===== config.mk =====
export PLATFORM = sky130hd
export DESIGN_NAME = game_screen_sequencer
export DESIGN_NICKNAME = d
export VERILOG_FILES = /design/src/rtl/game_screen_pkg.sv /design/src/rtl/sec_tick_gen.sv /design/src/rtl/game_screen_sequencer.sv
export SDC_FILE = /design/constraint.sdc
export NUM_CORES = 1
export LEC_CHECK = 0
export BUFFER_PORTS_ARGS = -buffer_cell sky130_fd_sc_hd__buf_2
export CAP_MARGIN = 25
export CORE_ASPECT_RATIO = 1.1
export CORE_MARGIN = 4
export CORE_UTILIZATION = 55
export CTS_BUF_LIST = sky130_fd_sc_hd__clkbuf_8
export DETAILED_ROUTE_END_ITERATION = 8
export HOLD_SLACK_MARGIN = 0.12
export PLACE_DENSITY = 0.78
export SLEW_MARGIN = 5
export SYNTH_ARGS = -nofsm -noshare
export SYNTH_HDL_FRONTEND = slang
export SYNTH_SLANG_ARGS = --single-unit

===== constraint.sdc =====
create_clock -name iVGA_CLK -period 4.3 [get_ports iVGA_CLK]
set_clock_uncertainty 0.05 [all_clocks]
set_input_delay 0.43 -clock iVGA_CLK [delete_from_list [all_inputs] [get_ports iVGA_CLK]]
set_output_delay 0.43 -clock iVGA_CLK [all_outputs]
set_load 0.03 [all_outputs]

===== src/rtl/game_screen_pkg.sv =====
// Shared types for the game-flow sequencer: screen states, one-hot select
// codes and default screen durations.
package game_screen_pkg;

  typedef enum logic [2:0] {
    LOGO        = 3'd0,
    GET_READY   = 3'd1,
    PLAY        = 3'd2,
    TIMES_UP    = 3'd3,
    LEADERBOARD = 3'd4
  } screen_state_t;

  localparam int NUM_SCREENS = 5;

  typedef logic [NUM_SCREENS-1:0] screen_sel_t;

  // Bit order matches {leaderboard, times_up, play_active, get_ready, logo}
  localparam screen_sel_t SEL_LOGO        = 5'b00001;
  localparam screen_sel_t SEL_GET_READY   = 5'b00010;
  localparam screen_sel_t SEL_PLAY        = 5'b00100;
  localparam screen_sel_t SEL_TIMES_UP    = 5'b01000;
  localparam screen_sel_t SEL_LEADERBOARD = 5'b10000;

  localparam int DEF_CLK_HZ      = 25_000_000;
  localparam int DEF_READY_SEC   = 3;
  localparam int DEF_PLAY_SEC    = 60;
  localparam int DEF_TIMESUP_SEC = 3;
  localparam int DEF_LEADER_SEC  = 10;
  localparam int DEF_SEC_W       = 7;

  function automatic screen_sel_t sel_decode(input screen_state_t s);
    unique case (s)
      LOGO:        return SEL_LOGO;
      GET_READY:   return SEL_GET_READY;
      PLAY:        return SEL_PLAY;
      TIMES_UP:    return SEL_TIMES_UP;
      LEADERBOARD: return SEL_LEADERBOARD;
      default:     return SEL_LOGO;
    endcase
  endfunction

  // The screens form a fixed ring; only the exit condition differs per state.
  function automatic screen_state_t next_screen(input screen_state_t s);
    unique case (s)
      LOGO:        return GET_READY;
      GET_READY:   return PLAY;
      PLAY:        return TIMES_UP;
      TIMES_UP:    return LEADERBOARD;
      LEADERBOARD: return LOGO;
      default:     return LOGO;
    endcase
  endfunction

endpackage


===== src/rtl/sec_tick_gen.sv =====
// One-second prescaler: counts 0..CLK_HZ-1 and pulses tick for one clock at
// the terminal count. clr restarts the second; en low freezes the count.
module sec_tick_gen
  import game_screen_pkg::*;
#(
  parameter int CLK_HZ = DEF_CLK_HZ
) (
  input  logic iVGA_CLK,
  input  logic iRST_n,
  input  logic clr,
  input  logic en,
  output logic tick
);

  localparam int               CNT_W = (CLK_HZ > 1) ? $clog2(CLK_HZ) : 1;
  localparam logic [CNT_W-1:0] TERM  = CNT_W'(CLK_HZ - 1);

  logic [CNT_W-1:0] count;

  assign tick = en && !clr && (count == TERM);

  // NOTE: clocked state uses non-blocking (<=) so every flop samples the
  // pre-edge values of its neighbours regardless of block evaluation order.
  always_ff @(posedge iVGA_CLK or negedge iRST_n) begin
    if (!iRST_n) begin
      count <= '0;
    end else if (clr) begin
      count <= '0;
    end else if (en) begin
      count <= (count == TERM) ? '0 : count + CNT_W'(1);
    end
  end

endmodule


===== src/rtl/game_screen_sequencer.sv =====
// Game-flow FSM driving the VGA screen selects; screens change only at frame
// start. Optional feature macro: GAME_PAUSE_EN (adds pause port for PLAY).
module game_screen_sequencer
  import game_screen_pkg::*;
#(
  parameter int CLK_HZ      = DEF_CLK_HZ,
  parameter int READY_SEC   = DEF_READY_SEC,
  parameter int PLAY_SEC    = DEF_PLAY_SEC,
  parameter int TIMESUP_SEC = DEF_TIMESUP_SEC,
  parameter int LEADER_SEC  = DEF_LEADER_SEC,
  parameter int SEC_W       = DEF_SEC_W
) (
  input  logic             iVGA_CLK,
  input  logic             iRST_n,
  input  logic             iVS,
  input  logic             start,
  input  logic             two_player_sel,
`ifdef GAME_PAUSE_EN
  input  logic             pause,
`endif
  output logic             logo,
  output logic             get_ready,
  output logic             play_active,
  output logic             times_up,
  output logic             leaderboard,
  output logic             two_player_mode,
  output logic [SEC_W-1:0] sec_left
);

  screen_state_t state;
  screen_sel_t   sel_q;

  logic       vs_q;
  logic       frame_start;
  logic [2:0] start_sync;   // [1:0] synchronizer, [2] edge-detect history
  logic       start_rise;
  logic       start_pend;
  logic       timer_hold;
  logic       sec_tick;
  logic       expired;
  logic       advance;

  function automatic logic [SEC_W-1:0] load_value(input screen_state_t s);
    unique case (s)
      GET_READY:   return SEC_W'(READY_SEC);
      PLAY:        return SEC_W'(PLAY_SEC);
      TIMES_UP:    return SEC_W'(TIMESUP_SEC);
      LEADERBOARD: return SEC_W'(LEADER_SEC);
      default:     return '0;
    endcase
  endfunction

  // vs_q resets low so a reset released during vsync does not fake an edge.
  always_ff @(posedge iVGA_CLK or negedge iRST_n) begin
    if (!iRST_n) begin
      vs_q        <= 1'b0;
      frame_start <= 1'b0;
      start_sync  <= '0;
      start_pend  <= 1'b0;
    end else begin
      vs_q        <= iVS;
      frame_start <= vs_q && !iVS;
      start_sync  <= {start_sync[1:0], start};
      if (frame_start) begin
        start_pend <= 1'b0;
      end else if (start_rise) begin
        start_pend <= 1'b1;
      end
    end
  end

  assign start_rise = start_sync[1] && !start_sync[2];

`ifdef GAME_PAUSE_EN
  logic [1:0] pause_sync;

  always_ff @(posedge iVGA_CLK or negedge iRST_n) begin
    if (!iRST_n) begin
      pause_sync <= '0;
    end else begin
      pause_sync <= {pause_sync[0], pause};
    end
  end

  assign timer_hold = pause_sync[1] && (state == PLAY);
`else
  assign timer_hold = 1'b0;
`endif

  // Expiry looks at the pre-edge sec_left, so a coincident tick that reaches
  // zero only takes effect at the following frame start.
  // NOTE: every combinational output gets a default first so no path can
  // leave it unassigned and infer a latch.
  always_comb begin
    expired = (sec_left == '0);
    advance = 1'b0;
    if (frame_start) begin
      unique case (state)
        LOGO:        advance = start_pend;
        LEADERBOARD: advance = start_pend || expired;
        default:     advance = expired && !timer_hold;
      endcase
    end
  end

  sec_tick_gen #(
    .CLK_HZ (CLK_HZ)
  ) u_sec_tick_gen (
    .iVGA_CLK (iVGA_CLK),
    .iRST_n   (iRST_n),
    .clr      (advance),
    .en       (!timer_hold),
    .tick     (sec_tick)
  );

  // Selects decode the current state, so they follow a transition by one clock.
  always_ff @(posedge iVGA_CLK or negedge iRST_n) begin
    if (!iRST_n) begin
      state           <= LOGO;
      sel_q           <= SEL_LOGO;
      sec_left        <= '0;
      two_player_mode <= 1'b0;
    end else begin
      sel_q <= sel_decode(state);
      if (advance) begin
        state    <= next_screen(state);
        sec_left <= load_value(next_screen(state));
        if (state == LOGO) begin
          two_player_mode <= two_player_sel;
        end
      end else if (sec_tick && (sec_left != '0)) begin
        sec_left <= sec_left - SEC_W'(1);
      end
    end
  end

  assign {leaderboard, times_up, play_active, get_ready, logo} = sel_q;

endmodule


==> impl_metrics.ini <==
[status]
outcome = complete, no violations

[finish]
nFillCells = 284
layout-drive-gt1-share_pct = 15.15
final_util_pct = 64.91
fin_nets = 237
area_delta_synth_final_pct = 11.07
diodes = 0

[grt]
grt_max_degree = 48
antenna_found_initial = 0
grt-ovfl-total = 0
grt_usage_pct = 17.63
busiest_layer = met2
grt_util_met2_pct = 26.05
gr-usage-met1_pct = 24.58
grt_pass1_vias = 1410
grt_pass1_wl_mm = 6.541
grt_util_met3_pct = 5.046

[clocking]
cts.path.max_buffers = 2
root_buffer = clkbuf_8
tritoncts = done
insertion_delay_ps = 300
path_clk_slew_ps = 80
cts_buffers = 5
htreeDepth = 2
cts_setup_buffers = 0
cts_sinks = 47

[yosys]
synth_area_leader_cell = dfrtp_1
synth_top_flop_cell = dfrtp_1
synthesis.nets = 214
syn-cell-area_sq_um = 2170
synth_seq_cells = 47
syn-instance-count = 207
yosysTopAreaCellShare_pct = 53.06
synth-edff-count = 0
seq_area_frac_synth_pct = 54.27
synth_area_per_cell_sq_um = 10.48
yosys_warnings = 0
async_flop_share_pct = 100.0
synthTopCellsByCount = 46 x dfrtp_1, 35 x nor2_1, 15 x nand2_1, 15 x xor2_1, 13 x xnor2_1
synth.distinct_cells = 37
synthTopCellsByArea = dfrtp_1 53%, nor2_1 6.1%, xor2_1 6.1%, xnor2_1 5.2%, nand3_1 2.8%
yosysMostFrequentCell = dfrtp_1

[pwr]
combPwrFrac_pct = 32.0
cellPowerDensity_nw_per_um2 = 519.8
intPower_uw = 779.1
leakage_nw = 1.114
pwr-share-clk_pct = 19.6
peakVddDrop_mv = 0.2013
p_seq_share_pct = 48.4
swShare_pct = 37.81
switchingPower_uw = 473.6

[timing]
hold_viol_final = 0
final.period_utilization_pct = 60.83
rsz0062_at_grt = false
final-max-slew-violation-count = 0
setup_viol = 0
fin_tns_setup_ps = 0
tightest_slew_ps = 1011
relSlewSlack_pct = 32.05
final.min_clock_period_ps = 2616
fmax_ghz = 0.3823

[critical_path]
critical_path_peak_fanout = 24
cp.required_ps = 4400
start_kind = flip-flop
arrival_ps = 2710
end_kind = flip-flop
path_class = reg -> reg

[routing]
routedWlPerCell_um = 13.45
drc = 0
antenna_left = 0
avgViaCountPerCell = 5.306
dr.pass1.iters = 5
wl_mm = 3.780
via_count = 1491
drtIter0Drc = 116

[min_path]
min_path_type = in -> reg

[floorplanning]
initial_core_util_pct = 58.44
pin_count = 18
die_y_um = 73.87
dieArea_sq_um = 5015
num_rows = 23
die_w_um = 67.89
coreArea_sq_um = 3712

[placement]
dpl.hpwl_mm = 2.539
gp_congestion = 0.8466
portBuffers = 17

[run]
maxCapViolations = 0
## worst paths after layout
path | start | end | slack, ps | cells past startpoint
max in group asynchronous | iRST_n | u_sec_tick_gen.count[12]$_DFF_PN0_ | 3300 | 3
hold reg to reg | start_sync[0]$_DFF_PN0_ | start_sync[1]$_DFF_PN0_ | 310 | 0
min in group asynchronous | iRST_n | state[2]$_DFFE_PN0N_ | 450 | 2
setup reg to reg | sec_left[0]$_DFFE_PN0P_ | u_sec_tick_gen.count[20]$_DFF_PN0_ | 1680 | 7
setup / recovery | sec_left[0]$_DFFE_PN0P_ | u_sec_tick_gen.count[20]$_DFF_PN0_ | 1680 | 7
hold / removal | start | start_sync[0]$_DFF_PN0_ | 190 | 1
## logic make-up (layout without fill, tap and decap cells)
kind of cell	after synthesis	count (layout)	share of synthesized area (%)
adders and majority gates	2	2	1.153
xor gates and xnor gates	28	28	11.30
AOI/OAI and AO/OA	14	14	4.325
buffers and inverters	12	36	2.479
and+or+nand+nor	101	101	24.97
DFF	47	47	54.27
muxes	3	3	1.499
## critical path: stages (launching register included)
cell and delay [ps]:
dfrtp_1 420, inv_1 80, ha_1 140, or3b_1 420, nor4_4 500, a31oi_2 280, o21ai_2 430, nor2_1 130
## placed cells by master (no fill, tap or decap), types with 3 or more instances in the layout
cell type / Yosys / routed
dfrtp_1: 46 / 46
nor2_1: 35 / 35
buf_2: 1 / 18
nand2_1: 15 / 15
xor2_1: 15 / 15
xnor2_1: 13 / 13
nand3_1: 12 / 12
inv_1: 8 / 10
nand4_1: 7 / 7
and3_1: 6 / 6
nor3_1: 5 / 5
o21ai_1: 5 / 5
clkbuf_8: 0 / 5
nor2b_1: 3 / 3
and2_1: 3 / 3
## through the flow
step | setup slack [ps] | cell area [sq um] | total power, mW | hold slack (ps) | cells
floorplan | 1908 | 2170 | 0.9044 | 84.41 | 207
global placement | 1703 | 2293 | 1.001 | 284.0 | 270
detailed placement | 1657 | 2298 | 1.010 | 300.3 | 271
CTS | 1642 | 2380 | 1.259 | 180.6 | 279
global route | 1405 | 2410 | 1.342 | 175.6 | 281
finish | 1684 | 2410 | 1.253 | 189.1 | 281
## registers in the layout, summed over array words and instances (netlist names)
| signal | count |
|---|---|
| sel_q | 5 |
| sec_left | 7 |
| state | 3 |
| start_pend | 1 |
| start_sync | 3 |
| u_sec_tick_gen.count | 25 |
| frame_start | 1 |
| vs_q | 1 |
| two_player_mode | 1 |
## layout make-up
cell class | instances | area (sq um) | share of cell area (%)
timing repair buffer | 20 | 120.1 | 4.984
inverter | 8 | 30.03 | 1.246
tap | 50 | 62.56 | 2.596
sequential | 47 | 1177 | 48.86
clock inverter | 3 | 12.51 | 0.5192
clock buffer | 5 | 68.82 | 2.856
multi-input combinational | 148 | 938.4 | 38.94
## repair_timing
action / 4_1_cts / 5_1_grt
hold endpoints to repair: 0 / 5
gates resized for setup: 0 / 0
hold buffers: 0 / 1
## routing by layer
layer / part of all wire, % / vias up
li1: - / 745
met1: 48 / 707
met2: 45 / 31
met3: 4.7 / 8
met4: 2.0 / 0
met5: 0 / -
## power by group through the flow
stage / combinational [mW] / sequential [mW] / clock [mW]
2_1_floorplan: 0.220 / 0.684 / 0
3_3_place_gp: 0.392 / 0.609 / 0
3_5_place_dp: 0.396 / 0.614 / 0
4_1_cts: 0.399 / 0.606 / 0.255
5_1_grt: 0.449 / 0.623 / 0.270
6_report: 0.401 / 0.607 / 0.245
Note: power is estimated with default switching activity, not from simulation.
